File: src/rtl/sat_alu_pkg.sv
// Shared types for the pipelined saturating ALU: operation encoding and the
// flag bundle carried alongside each result through the pipeline stages.
package sat_alu_pkg;

    typedef enum logic [1:0] {
        OP_ADD  = 2'b00,
        OP_SUB  = 2'b01,
        OP_PADD = 2'b10,
        OP_ADDW = 2'b11
    } alu_op_e;

    typedef struct packed {
        logic n;
        logic z;
        logic v;
    } alu_flags_t;

    function automatic alu_flags_t make_flags(input logic sign, input logic zero, input logic ovf);
        alu_flags_t f;
        f.n = sign;
        f.z = zero;
        f.v = ovf;
        return f;
    endfunction

endpackage

File: src/rtl/sat_alu_pipe_lane.sv
// Signed W-bit adder with carry-in; reports raw sum, signed overflow and the
// sum clamped to the signed range of W bits.
module sat_add_lane #(
    parameter int W = 16
) (
    input  logic [W-1:0] a,
    input  logic [W-1:0] b,
    input  logic         cin,
    output logic [W-1:0] sum,
    output logic         ovf,
    output logic [W-1:0] sat
);

    localparam logic [W-1:0] MAX_POS = {1'b0, {(W-1){1'b1}}};
    localparam logic [W-1:0] MIN_NEG = {1'b1, {(W-1){1'b0}}};

    assign sum = a + b + {{(W-1){1'b0}}, cin};
    // For subtraction b arrives inverted, so "same sign as b" covers both cases.
    assign ovf = (a[W-1] == b[W-1]) && (sum[W-1] != a[W-1]);
    assign sat = ovf ? (a[W-1] ? MIN_NEG : MAX_POS) : sum;

endmodule

File: src/rtl/sat_alu_pipe.sv
// Execute-stage saturating ALU: mode mux in front of a PIPE-deep elastic
// pipeline with valid/ready handshake, flush and a sticky overflow bit.
module sat_alu_pipe
    import sat_alu_pkg::*;
#(
    parameter int WIDTH  = 16,
    parameter int LANE_W = 4,
    parameter int PIPE   = 2
) (
    input  logic             clk,
    input  logic             rst,
    input  logic             in_valid,
    output logic             in_ready,
    input  logic [1:0]       op,
    input  logic [WIDTH-1:0] a,
    input  logic [WIDTH-1:0] b,
    input  logic             flush,
    output logic             out_valid,
    input  logic             out_ready,
    output logic [WIDTH-1:0] result,
    output logic             flag_n,
    output logic             flag_z,
    output logic             flag_v,
    output logic             ovfl_sticky,
    input  logic             ovfl_clr
);

    localparam int NL = WIDTH / LANE_W;

    typedef struct packed {
        logic [WIDTH-1:0] result;
        alu_flags_t       flags;
    } stage_t;

    alu_op_e          mode;
    logic             is_sub;
    logic [WIDTH-1:0] full_b;
    logic [WIDTH-1:0] full_sum;
    logic [WIDTH-1:0] full_sat;
    logic             full_ovf;
    logic [WIDTH-1:0] lane_sum;
    logic [WIDTH-1:0] lane_sat;
    logic [NL-1:0]    lane_ovf;
    logic [WIDTH-1:0] res;
    logic             res_v;
    stage_t           comp;

    assign mode   = alu_op_e'(op);
    assign is_sub = (mode == OP_SUB);
    assign full_b = is_sub ? ~b : b;

    sat_add_lane #(.W(WIDTH)) u_full (
        .a   (a),
        .b   (full_b),
        .cin (is_sub),
        .sum (full_sum),
        .ovf (full_ovf),
        .sat (full_sat)
    );

    for (genvar i = 0; i < NL; i++) begin : g_lane
        sat_add_lane #(.W(LANE_W)) u_lane (
            .a   (a[i*LANE_W +: LANE_W]),
            .b   (b[i*LANE_W +: LANE_W]),
            .cin (1'b0),
            .sum (lane_sum[i*LANE_W +: LANE_W]),
            .ovf (lane_ovf[i]),
            .sat (lane_sat[i*LANE_W +: LANE_W])
        );
    end

    // Packed lanes only ever deliver their clamped value.
    logic unused_lane_sum;
    assign unused_lane_sum = ^lane_sum;

    always_comb begin
        res   = '0;
        res_v = 1'b0;
        case (mode)
            OP_ADD, OP_SUB: begin
                res   = full_sat;
                res_v = full_ovf;
            end
            OP_PADD: begin
                res   = lane_sat;
                res_v = |lane_ovf;
            end
            OP_ADDW: begin
                res   = full_sum;
                res_v = full_ovf;
            end
            default: begin
                res   = '0;
                res_v = 1'b0;
            end
        endcase
        comp.result = res;
        comp.flags  = make_flags(res[WIDTH-1], res == '0, res_v);
    end

    logic [PIPE-1:0] vld;
    stage_t          stg [PIPE];
    logic [PIPE:0]   rdy;
    logic            accept;

    // A stage can load when it is empty or its content moves on this cycle.
    always_comb begin
        rdy       = '0;
        rdy[PIPE] = out_ready;
        for (int k = PIPE - 1; k >= 0; k--) begin
            rdy[k] = !vld[k] || rdy[k+1];
        end
    end

    assign in_ready = rdy[0] && !flush;
    assign accept   = in_valid && in_ready;

    always_ff @(posedge clk) begin
        if (rst) begin
            vld <= '0;
            for (int k = 0; k < PIPE; k++) begin
                stg[k] <= '0;
            end
        end else if (flush) begin
            vld <= '0;
        end else begin
            if (rdy[0]) begin
                vld[0] <= accept;
                if (accept) begin
                    stg[0] <= comp;
                end
            end
            for (int k = 1; k < PIPE; k++) begin
                if (rdy[k]) begin
                    vld[k] <= vld[k-1];
                    if (vld[k-1]) begin
                        stg[k] <= stg[k-1];
                    end
                end
            end
        end
    end

    assign out_valid = vld[PIPE-1];
    assign result    = stg[PIPE-1].result;
    assign flag_n    = stg[PIPE-1].flags.n;
    assign flag_z    = stg[PIPE-1].flags.z;
    assign flag_v    = stg[PIPE-1].flags.v;

    // A delivery with overflow takes priority over a simultaneous clear.
    always_ff @(posedge clk) begin
        if (rst) begin
            ovfl_sticky <= 1'b0;
        end else if (out_valid && out_ready && flag_v) begin
            ovfl_sticky <= 1'b1;
        end else if (ovfl_clr) begin
            ovfl_sticky <= 1'b0;
        end
    end

endmodule

File: config.mk
export PLATFORM = sky130hd
export DESIGN_NAME = sat_alu_pipe
export DESIGN_NICKNAME = d
export VERILOG_FILES = /design/src/rtl/sat_alu_pkg.sv /design/src/rtl/sat_alu_pipe_lane.sv /design/src/rtl/sat_alu_pipe.sv
export SDC_FILE = /design/constraint.sdc
export NUM_CORES = 1
export LEC_CHECK = 0
export ABC_CLOCK_PERIOD_IN_PS = 6000
export CAP_MARGIN = 40
export CORE_ASPECT_RATIO = 0.6
export CORE_MARGIN = 2
export CORE_UTILIZATION = 40
export CTS_CLUSTER_SIZE = 14
export DETAILED_ROUTE_END_ITERATION = 8
export PLACE_DENSITY = 0.64
export SLEW_MARGIN = 20
export SYNTH_ARGS = -nofsm -noshare
export SYNTH_HDL_FRONTEND = slang
export SYNTH_SLANG_ARGS = --single-unit
File: constraint.sdc
create_clock -name clk -period 6 [get_ports clk]
set_input_delay 0.9 -clock clk [delete_from_list [all_inputs] [get_ports clk]]
set_output_delay 0.9 -clock clk [all_outputs]
set_load 0.01 [all_outputs]
* Word level (Yosys, flattened, before mapping)
Memory sizes are Yosys's and may differ from the RTL's. Index checks and enable logic that the tools add are counted.
Operators by class: $add $sub $neg 6, equality and inequality tests 13, multiplexer cells 29, bitwise gates (word level) 3, reduce and logical (&&, ||, !) cells 21
Operator list (number):
- 2-to-1 mux 16 bit | 3
- case mux 16 bit (3 select lines) | 1
- 2-to-1 mux 19 bit | 2
- 2-to-1 mux 4 bit | 8
- adder 16 x 1 -> 16 bit | 1
- adder 16 bit | 1
- adder 4 bit | 4
- zero test 16 bit | 1
- NOT 16 bit | 1
- 2-to-1 mux 1 bit | 14
- logical AND 1 bit | 9
- equality test 1 bit | 5
- != test 1 bit | 5
- equality test 2 bit, second input constant | 2
- OR reduction 2 bit | 2
- OR reduction 4 bit | 1
- zero test 1 bit | 3
- OR reduction 3 bit | 1
- equality test 2 x 1 -> 1 bit, second input constant | 1
- zero test 2 bit | 1
- logical OR 1 bit | 2
- OR 1 bit | 2
- case mux 1 bit (2 select lines) | 1
- nonzero test 2 bit | 1
Word-level totals: bits in registers 3, RAM bits 38, bits of input ports 40, output and inout bits 22, word-level logic and storage cells 76, memories 1
Memories:
- stg | words 2, width 19, rd ports 2, clocked after memory_dff 0, wr ports 2, line sat_alu_pipe.sv:102 | stage_t stg [PIPE];

* Depth between registers and ports, before layout
word-level depth 11, mapped depth 15, mapped depth without buffers 12

* Cells and area by module
From an unflattened synthesis, not the netlist that was laid out.
Unflattened totals: cells, all modules 442, area total of the unflattened synthesis 4115.2 um2
By module, submodules not included:
- sat_alu_pipe | instances 1, cells each 178, area each 2173.3 um2, sequential area each 1141.1 um2
- sat_add_lane (u_full) | instances 1, cells each 144, area each 1041.0 um2, sequential area each 0.0 um2
- sat_add_lane (g_lane[0].u_lane ...) | instances 4, cells each 30, area each 225.2 um2, sequential area each 0.0 um2

* Worst setup path before layout
Ideal clock, no wire load.
path kind in2reg, start in op[1], end mem stg[0][1] (netlist name) (data pin), setup time 190 ps, arrival time 4596 ps, required time 5810 ps, slack 1214 ps, cell stages on the path 13, buffers on the path 2, path through clkbuf_1 > inv_1 > nand2_1 > clkbuf_1 > xnor2_1 > ha_1 > a2111o_1 > o21ai_1 > xor2_1 > or4b_1 > nor4_1 > or4b_1 > a2111oi_2
RTL lines:
- from (decl) | line sat_alu_pipe.sv:14 | input logic [1:0] op,
- to (decl) | line sat_alu_pipe.sv:102

==> impl_metrics.tcl <==
set metrics [dict create \
    status "finished clean" \
    ioPinCount 62 \
    dr.pass1.iters 5 \
    die_w_um 127.2 \
    setup_viol 0 \
    place_ws_ns 0.7916 \
    avgRoutedWirePerCell_um 19.70 \
    required_ns 6.10 \
    max_freq_mhz 203.7 \
    numPlacedInstances 560 \
    track_usage 0.2352 \
    cts_max_level 2 \
    routed_via_density 5.940 \
    area_delta_synth_final_pct 22.39 \
    cts_tree "done" \
    insertion_delay_ns 0.29 \
    worst_hold_path_type "flip-flop to flip-flop" \
    root_buffer "clkbuf_16" \
    p_leak_nw 1.714 \
    port_buffers 61 \
    slew_violations 0 \
    critPathKind "input pin to flip-flop" \
    numCtsBuffers 5 \
    ys_warn_count 0 \
    cts.sinks 39 \
    drt-initial-drc-count 382 \
    start_kind "input pin" \
    num_rows 26 \
    clkTransAtPathRegs_ns 0.06 \
    cp.arrival_ns 5.01 \
    antenna_found_initial 0 \
    synth_edf_count 36 \
    fin_ws_ns 1.090 \
    total_power_w 0.001000 \
    ir_drop_mv 0.1120 \
    synth_area_um2 3643 \
    rsz0062_at_grt "no" \
    remaining_drc_errors 0 \
    ant_nets 0 \
    antennaDiodeCount 0 \
    post-cts-setup-buffers 0 \
    ys_types 60 \
    drive_above_1_share 0.05044 \
    synth-seq-cells 39 \
    first_global_vias 3206 \
    routed_wl_mm 11.19 \
    hpwl_mm 9.017 \
    async_reset_ff_frac 0 \
    grt_max_degree 22 \
    timing.hold.ws_ns 0.4879 \
    clockBufferDepth 2 \
    cts_resized 0 \
    hold_buffers 0 \
    fin_cells 568 \
    fin_setup_tns_ns 0 \
    grt_overflow 0 \
    power_density_nw_per_um2 224.3 \
    post-route-min-period_ns 4.910 \
    initial_core_util 0.4195 \
    reg2reg_setup_slack_ns 3.61 \
    avgSynthCellArea_um2 8.930 \
    worst_pin_slew_ns 0.7770 \
    routabilityCongestion 0.9970 \
    dieArea_um2 9913 \
    final_cell_mix "clkdlybuf4s50_1 (61), edfxtp_1 (36), nand2_1 (35), nor2_1 (29), ha_1 (27)" \
    synth-main-ff-cell "edfxtp_1" \
    min_period_over_period 0.8183 \
    crit_fanout 12 \
    hold_violations 0 \
    endpoint_kind "flip-flop" \
    die_h_um 77.93 \
    yosysSeqAreaShare 0.3132 \
    via_count 3374 \
    syn_inst 408 \
    final_common_cell "clkdlybuf4s50_1" \
    core_area_um2 8686 \
    grt_pass1_wl_mm 17.75 \
    finalClockSkew_ns 0.006010 \
    max_slew_margin 0.4765 \
    max_cap_violations 0 \
    synth_nets 480 \
    fin_nets 527 \
]
worst paths after layout:
path | cells after the start | startpoint | to
worst max-delay path | 14 | op[1] | stg[0][1]$_SDFFCE_PN0P_
worst min-delay path | 2 | ovfl_sticky$_SDFFE_PP0P_ | ovfl_sticky$_SDFFE_PP0P_
worst max register to register | 8 | vld[1]$_SDFFE_PP0P_ | stg[0][1]$_SDFFCE_PN0P_
worst min register to register | 2 | ovfl_sticky$_SDFFE_PP0P_ | ovfl_sticky$_SDFFE_PP0P_
area by class of cell:
| cell class | instances | area [um^2] |
|---|---|---|
| fillers | 842 | 4227 |
| multi-input cells | 327 | 2291 |
| flip-flops and latches | 39 | 1141 |
| repair buffers | 70 | 678.2 |
| well taps | 112 | 140.1 |
| clock buffers | 5 | 125.1 |
| inverters | 12 | 45.04 |
| clock inverters | 3 | 38.79 |
where the power goes:
part           switching (W)  total (W)  internal, W
combinational       0.000225   0.000379     0.000154
clock               0.000107   0.000301     0.000194
sequential        0.00000443   0.000320     0.000316
total               0.000336    0.00100     0.000664
Yosys cell counts, drive strengths merged, types with 8 or more instances:
library cell,n,area [um^2]
a21o,8,60.06
nor2,29,108.9
a211oi,13,115.1
and2,21,131.4
o21ai,30,153.9
edfxtp,36,1081
nand2,35,131.4
xor2,12,105.1
a31oi,14,87.58
clkbuf,12,45.04
buf,18,127.6
ha,27,337.8
nor3,14,70.07
inv,11,41.29
a21oi,18,90.09
xnor2,17,148.9
kinds of logic after synthesis:
kind of cell / after synthesis / synth area share
xor+xnor: 29 / 0.06971
simple gates: 135 / 0.1865
fa+ha+maj: 33 / 0.1229
compound gates: 129 / 0.2452
flops: 39 / 0.3132
mux: 1 / 0.002747
buf+inv: 42 / 0.05975
through the flow:
stage / utilization / area, um^2
global route: 0.5134 / 4459
finish: 0.5134 / 4459
floorplan: - / 3643
CTS: 0.5134 / 4459
detailed placement: 0.4945 / 4295
global placement: 0.4945 / 4295
flip-flops by register name, indices dropped and copies added, names as in the netlist:
name         flops
stg             36
vld              2
ovfl_sticky      1
metal layers:
| layer | share of wire | vias up | wire (um) | global-route usage |
|---|---|---|---|---|
| met5 | 0 | - | 0 | 0 |
| met4 | 0.0072 | 0 | 81 | 0.03956 |
| met3 | 0.089 | 16 | 1001 | 0.06207 |
| met2 | 0.38 | 156 | 4256 | 0.3118 |
| met1 | 0.52 | 1583 | 5849 | 0.3771 |
| li1 | - | 1619 | - | - |
critical path, cell delays in order:
cell	delay, ns
clkdlybuf4s50_1	0.50
inv_1	0.11
nand2_1	0.30
buf_4	0.31
xnor2_1	0.15
ha_1	0.31
o21ai_0	0.27
nor4_1	0.11
a211oi_2	0.32
xnor2_1	0.14
or4b_1	0.47
nor4_1	0.25
or4b_1	0.49
a2111oi_2	0.36
(Power assumes the default switching activity.)
==> RTL edit 1, RTL diff (same settings) <==
The parameter `PIPE` goes from 2 to 4.
--- a/src/rtl/sat_alu_pipe.sv
+++ b/src/rtl/sat_alu_pipe.sv
@@ -7,3 +7,3 @@
     parameter int LANE_W = 4,
-    parameter int PIPE   = 2
+    parameter int PIPE   = 4
 ) (
Check against the original RTL: not equivalent (Yosys sat finds a counterexample within 4 cycles, from zero or initial values and one cycle with rst high).
==> RTL edit 1 against the unedited design <==
Power rose by 43%. Area after synthesis rose by 29%. Sequential cell count rose by 38. Design area rose by 30%. Worst setup slack improved by 0.16 ns. Die area rose by 28%. Clock skew barely moved. Routed wire length fell by 4.8%. Critical path type unchanged. Largest cell class unchanged.
==> RTL edit 1: results (changes against the unedited design) <==
* Status: completed
* FF-to-FF setup slack at 3.13 ns (-0.48 ns)
* Synth top area cells: edfxtp_1 (46%), and2_1 (7.7%), ha_1 (7.2%)
* Sequential fraction of the synthesis area at 0.480 (+0.167)
* Power Density at 247 nW/µm² (+10%)
* Htree depth at 3 (+1)
* Met3 global-route usage at 0.0416 (-0.0205)
* Post-Synth Adder-Cell Area at 0.0929 (-0.0300)
* Vias in the first global route at 3293 (+2.7%)
* Peak supply drop at 0.160 mV (+43%)
* Fin crit share at 0.791 (-0.0269)
* Non-filler cells, final at 666 (+17%)
* Met1 GRT Util at 0.287 (-0.0905)
* Share of total power in combinational logic at 0.241 (-0.138)
* Share of layout cells above drive strength 1 at 0.0771 (+0.0266)
* Seq. pwr at 0.617 mW (+93%)
* Library cells used by synthesis at 57 (-5.0%)
* Post-synthesis xor/xnor area fraction at 0.0576 (-0.0121)
* Syn Nets at 509 (+6.0%)
* RePlAce Congestion at 0.868 (-13%)
* Detailed-placement wirelength estimate at 8500 µm (-5.8%)
* Initial drt markers at 239 (-37%)
* Drt wl/cell at 16.0 µm (-19%)
* Placed cell areas at 5530 µm² (+29%)
* Wl on met1 at 5600 µm (-4.2%)
* Relative slew slack at 0.492 (+0.0151)
* Max Clock Skew at 0.00599 ns (-0.0000220 ns)
* Placed insts at 650 (+16%)
* Place WS at 1.06 ns (+0.266 ns)
* Mux contribution to synthesized area at 0.00478 (+0.00203)
* Vias at 3540 (+4.9%)
* Fillers at 1043 (+24%)
* Compound-Gate Fraction of Synth Area at 0.156 (-0.0894)
* Post-synth EDFFs at 72 (+100%)
* Worst R2R Start: vld[3]
==> RTL edit 1: changes by cell type after synthesis, moves of 5 or more <==
cell	delta
nand2_1	-18
edfxtp_1	+36
and2_1	+37
a211oi_1	-5
buf_4	-15
a31oi_1	-13
xor2_1	-5
nand3_1	+6
nor3_1	-6
nor2_1	+5
o21ai_0	-8
xnor2_1	+7
a21oi_1	+19
==> RTL edit 1: kinds of logic (layout without fill, tap and decap cells) <==
group                      Yosys count  in the layout
DFF                                 77             77
adders and majority gates           32             32
buffers and inverters               26             95
AOI/OAI and AO/OA                  109            109
xor gates and xnor gates            31             31
and+or+nand+nor                    161            161
muxes                                1              1
==> RTL edit 1: worst min-delay path by stage <==
stage,startpoint,cells past startpoint,slack [ns],to
finish,ovfl_sticky,2,0.47,ovfl_sticky
global route,ovfl_sticky,2,0.51,ovfl_sticky
CTS,vld[3],2,0.48,ovfl_sticky
detailed placement,ovfl_sticky,2,0.48,ovfl_sticky
global placement,ovfl_sticky,2,0.46,ovfl_sticky
floorplan,vld[0],1,0.46,vld[1]
==> RTL edit 1: layout make-up <==
type / instances / area (µm²) / area share
clock buffers: 11 / 233 / 0.0402
clock inverters: 5 / 28.8 / 0.00497
inverters: 9 / 33.8 / 0.00583
multi-input cells: 334 / 2350 / 0.405
flip-flops and latches: 77 / 2260 / 0.391
well taps: 160 / 200 / 0.0346
repair buffers: 70 / 686 / 0.118
==> RTL edit 1: critical path, cell delays in order <==
cell and delay [ns]:
clkdlybuf4s50_1 0.70, nand2b_1 0.34, buf_8 0.22, xnor2_1 0.14, ha_1 0.32, a21oi_1 0.25, o211ai_1 0.16, a221oi_2 0.41
o31ai_4 0.20, a2111oi_1 0.40, o21ai_1 0.21, nor4_1 0.29, nand3_1 0.15, nor4_2 0.22
==> RTL edit 2, RTL diff (same flow settings) <==
Made on the original files. Register the output `flag_n`; this adds one clock of latency there. The other outputs are not delayed to match.
--- a/src/rtl/sat_alu_pipe.sv
+++ b/src/rtl/sat_alu_pipe.sv
@@ -145,3 +145,5 @@
     assign result    = stg[PIPE-1].result;
-    assign flag_n    = stg[PIPE-1].flags.n;
+    always_ff @(posedge clk) begin
+        flag_n <= stg[PIPE-1].flags.n;
+    end
     assign flag_z    = stg[PIPE-1].flags.z;
Behaviour: not the same (a bounded check fails within 4 cycles, from zero or initial values and one cycle with rst high).
==> RTL edit 2 against the unedited design <==
Worst hold slack got worse by 0.11 ns. Area after synthesis decreased by 1.4%. Design area decreased by 2.2%. Worst setup slack improved by 0.25 ns. Power decreased by 5.5%. Sequential power increased by 2%. Routed wire length decreased by 25%. Sequential cell count increased by 1. Largest cell class unchanged.
==> RTL edit 2: results (changes against the unedited design) <==
* Fin nets at 512 (-2.8%)
* Detailed-placement wirelength estimate at 6840 µm (-24%)
* Most instantiated cells after synthesis: nor2_1 (44), edfxtp_1 (36), a21oi_1 (28), ha_1 (27), nand2_1 (25)
* FMAX at 215 MHz (+5.4%)
* Met3 wire length at 694 µm (-31%)
* Max Clock Skew at 0.00195 ns (-0.00406 ns)
* Worst Tran Pin Value at 0.665 ns (-0.112 ns)
* Wl on met1 at 4310 µm (-26%)
* Worst Path Max Fanout at 17 (+5)
* First-pass GRT wire length at 14000 µm (-21%)
* DR pass1 iterations at 4 (-1)
* Leakage at 1.65 nW (-3.4%)
* Worst skew pair latency at 0.27 ns (-0.02 ns)
* Detailed-route wire length at 8370 µm (-25%)
* CP arrival at 4.68 ns (-0.33 ns)
* Mean post-synth cell area at 9.05 µm² (+1.3%)
* CP max stage cell: a211oi_4
* Library cells used by synthesis at 65 (+8.3%)
* Placed insts at 545 (-2.7%)
* Vias per cell at 5.47 (-8.0%)
* Status: completed
* Syn Nets at 469 (-2.3%)
* Initial drt markers at 177 (-54%)
* Place WS at 1.07 ns (+0.283 ns)
* Global Route Usage Sum at 0.178 (-0.0569)
* RePlAce Congestion at 0.897 (-10%)
* R2R depth at 9 (+1)
* FF-to-FF setup slack at 3.38 ns (-0.23 ns)
* Sw Share at 0.317 (-0.0192)
* CP delay by family, top: compound AO/OA/AOI/OAI gates
* Largest net degree at the start of global routing at 24 (+9.1%)
* Vias in the first global route at 2807 (-12%)
* Synth top area cells: edfxtp_1 (30%), ha_1 (9.4%), xnor2_1 (5.6%)
[RTL edit 2: changes by cell type in the layout (fill, tap and decap cells not counted), sizes merged, moves of 4 or more]
cell / change
nor2: +15
a21oi: +11
a31oi: -11
nand2: -10
xnor2: +6
a2111oi: -4
nand4: +4
nor3: -4
o211ai: -4
o21ai: -4
[RTL edit 2: power by group through the flow]
stage / clock network [mW] / logic, mW / registers [mW]
2_1_floorplan: 0 / 0.247 / 0.333
6_report: 0.254 / 0.364 / 0.327
4_1_cts: 0.260 / 0.360 / 0.327
3_5_place_dp: 0 / 0.358 / 0.333
3_3_place_gp: 0 / 0.357 / 0.332
5_1_grt: 0.272 / 0.403 / 0.329
[RTL edit 2: how the worst min path moves through the flow]
stage	endpoint	slack, ns	cells after the start
final	flag_n	0.37	0
after global routing	flag_n	0.40	0
after CTS	flag_n	0.38	0
after detailed placement	flag_n	0.37	0
after global placement	flag_n	0.36	0
after floorplan	flag_n	0.35	0
[RTL edit 2: cell families after synthesis]
| group | share of synthesized area |
|---|---|
| and+or+nand+nor | 0.197 |
| AOI/OAI and AO/OA | 0.205 |
| DFF | 0.323 |
| buffers and inverters | 0.0578 |
| xor gates and xnor gates | 0.0853 |
| adders and majority gates | 0.128 |
| muxes | 0.00313 |
[RTL edit 2: stage by stage]
stage | hold slack (ns) | power, mW
2_1_floorplan | 0.349 | 0.579
3_3_place_gp | 0.357 | 0.689
3_5_place_dp | 0.368 | 0.691
4_1_cts | 0.380 | 0.947
5_1_grt | 0.397 | 1.00
6_report | 0.374 | 0.945
[RTL edit 2: layout make-up]
cell class                 instances  area [µm²]
fill                             794        4260
multi-input combinational        318        2230
sequential                        40        1160
timing repair buffer              67         656
clock buffer                       8         146
tap                              112         140
inverter                           8        30.0
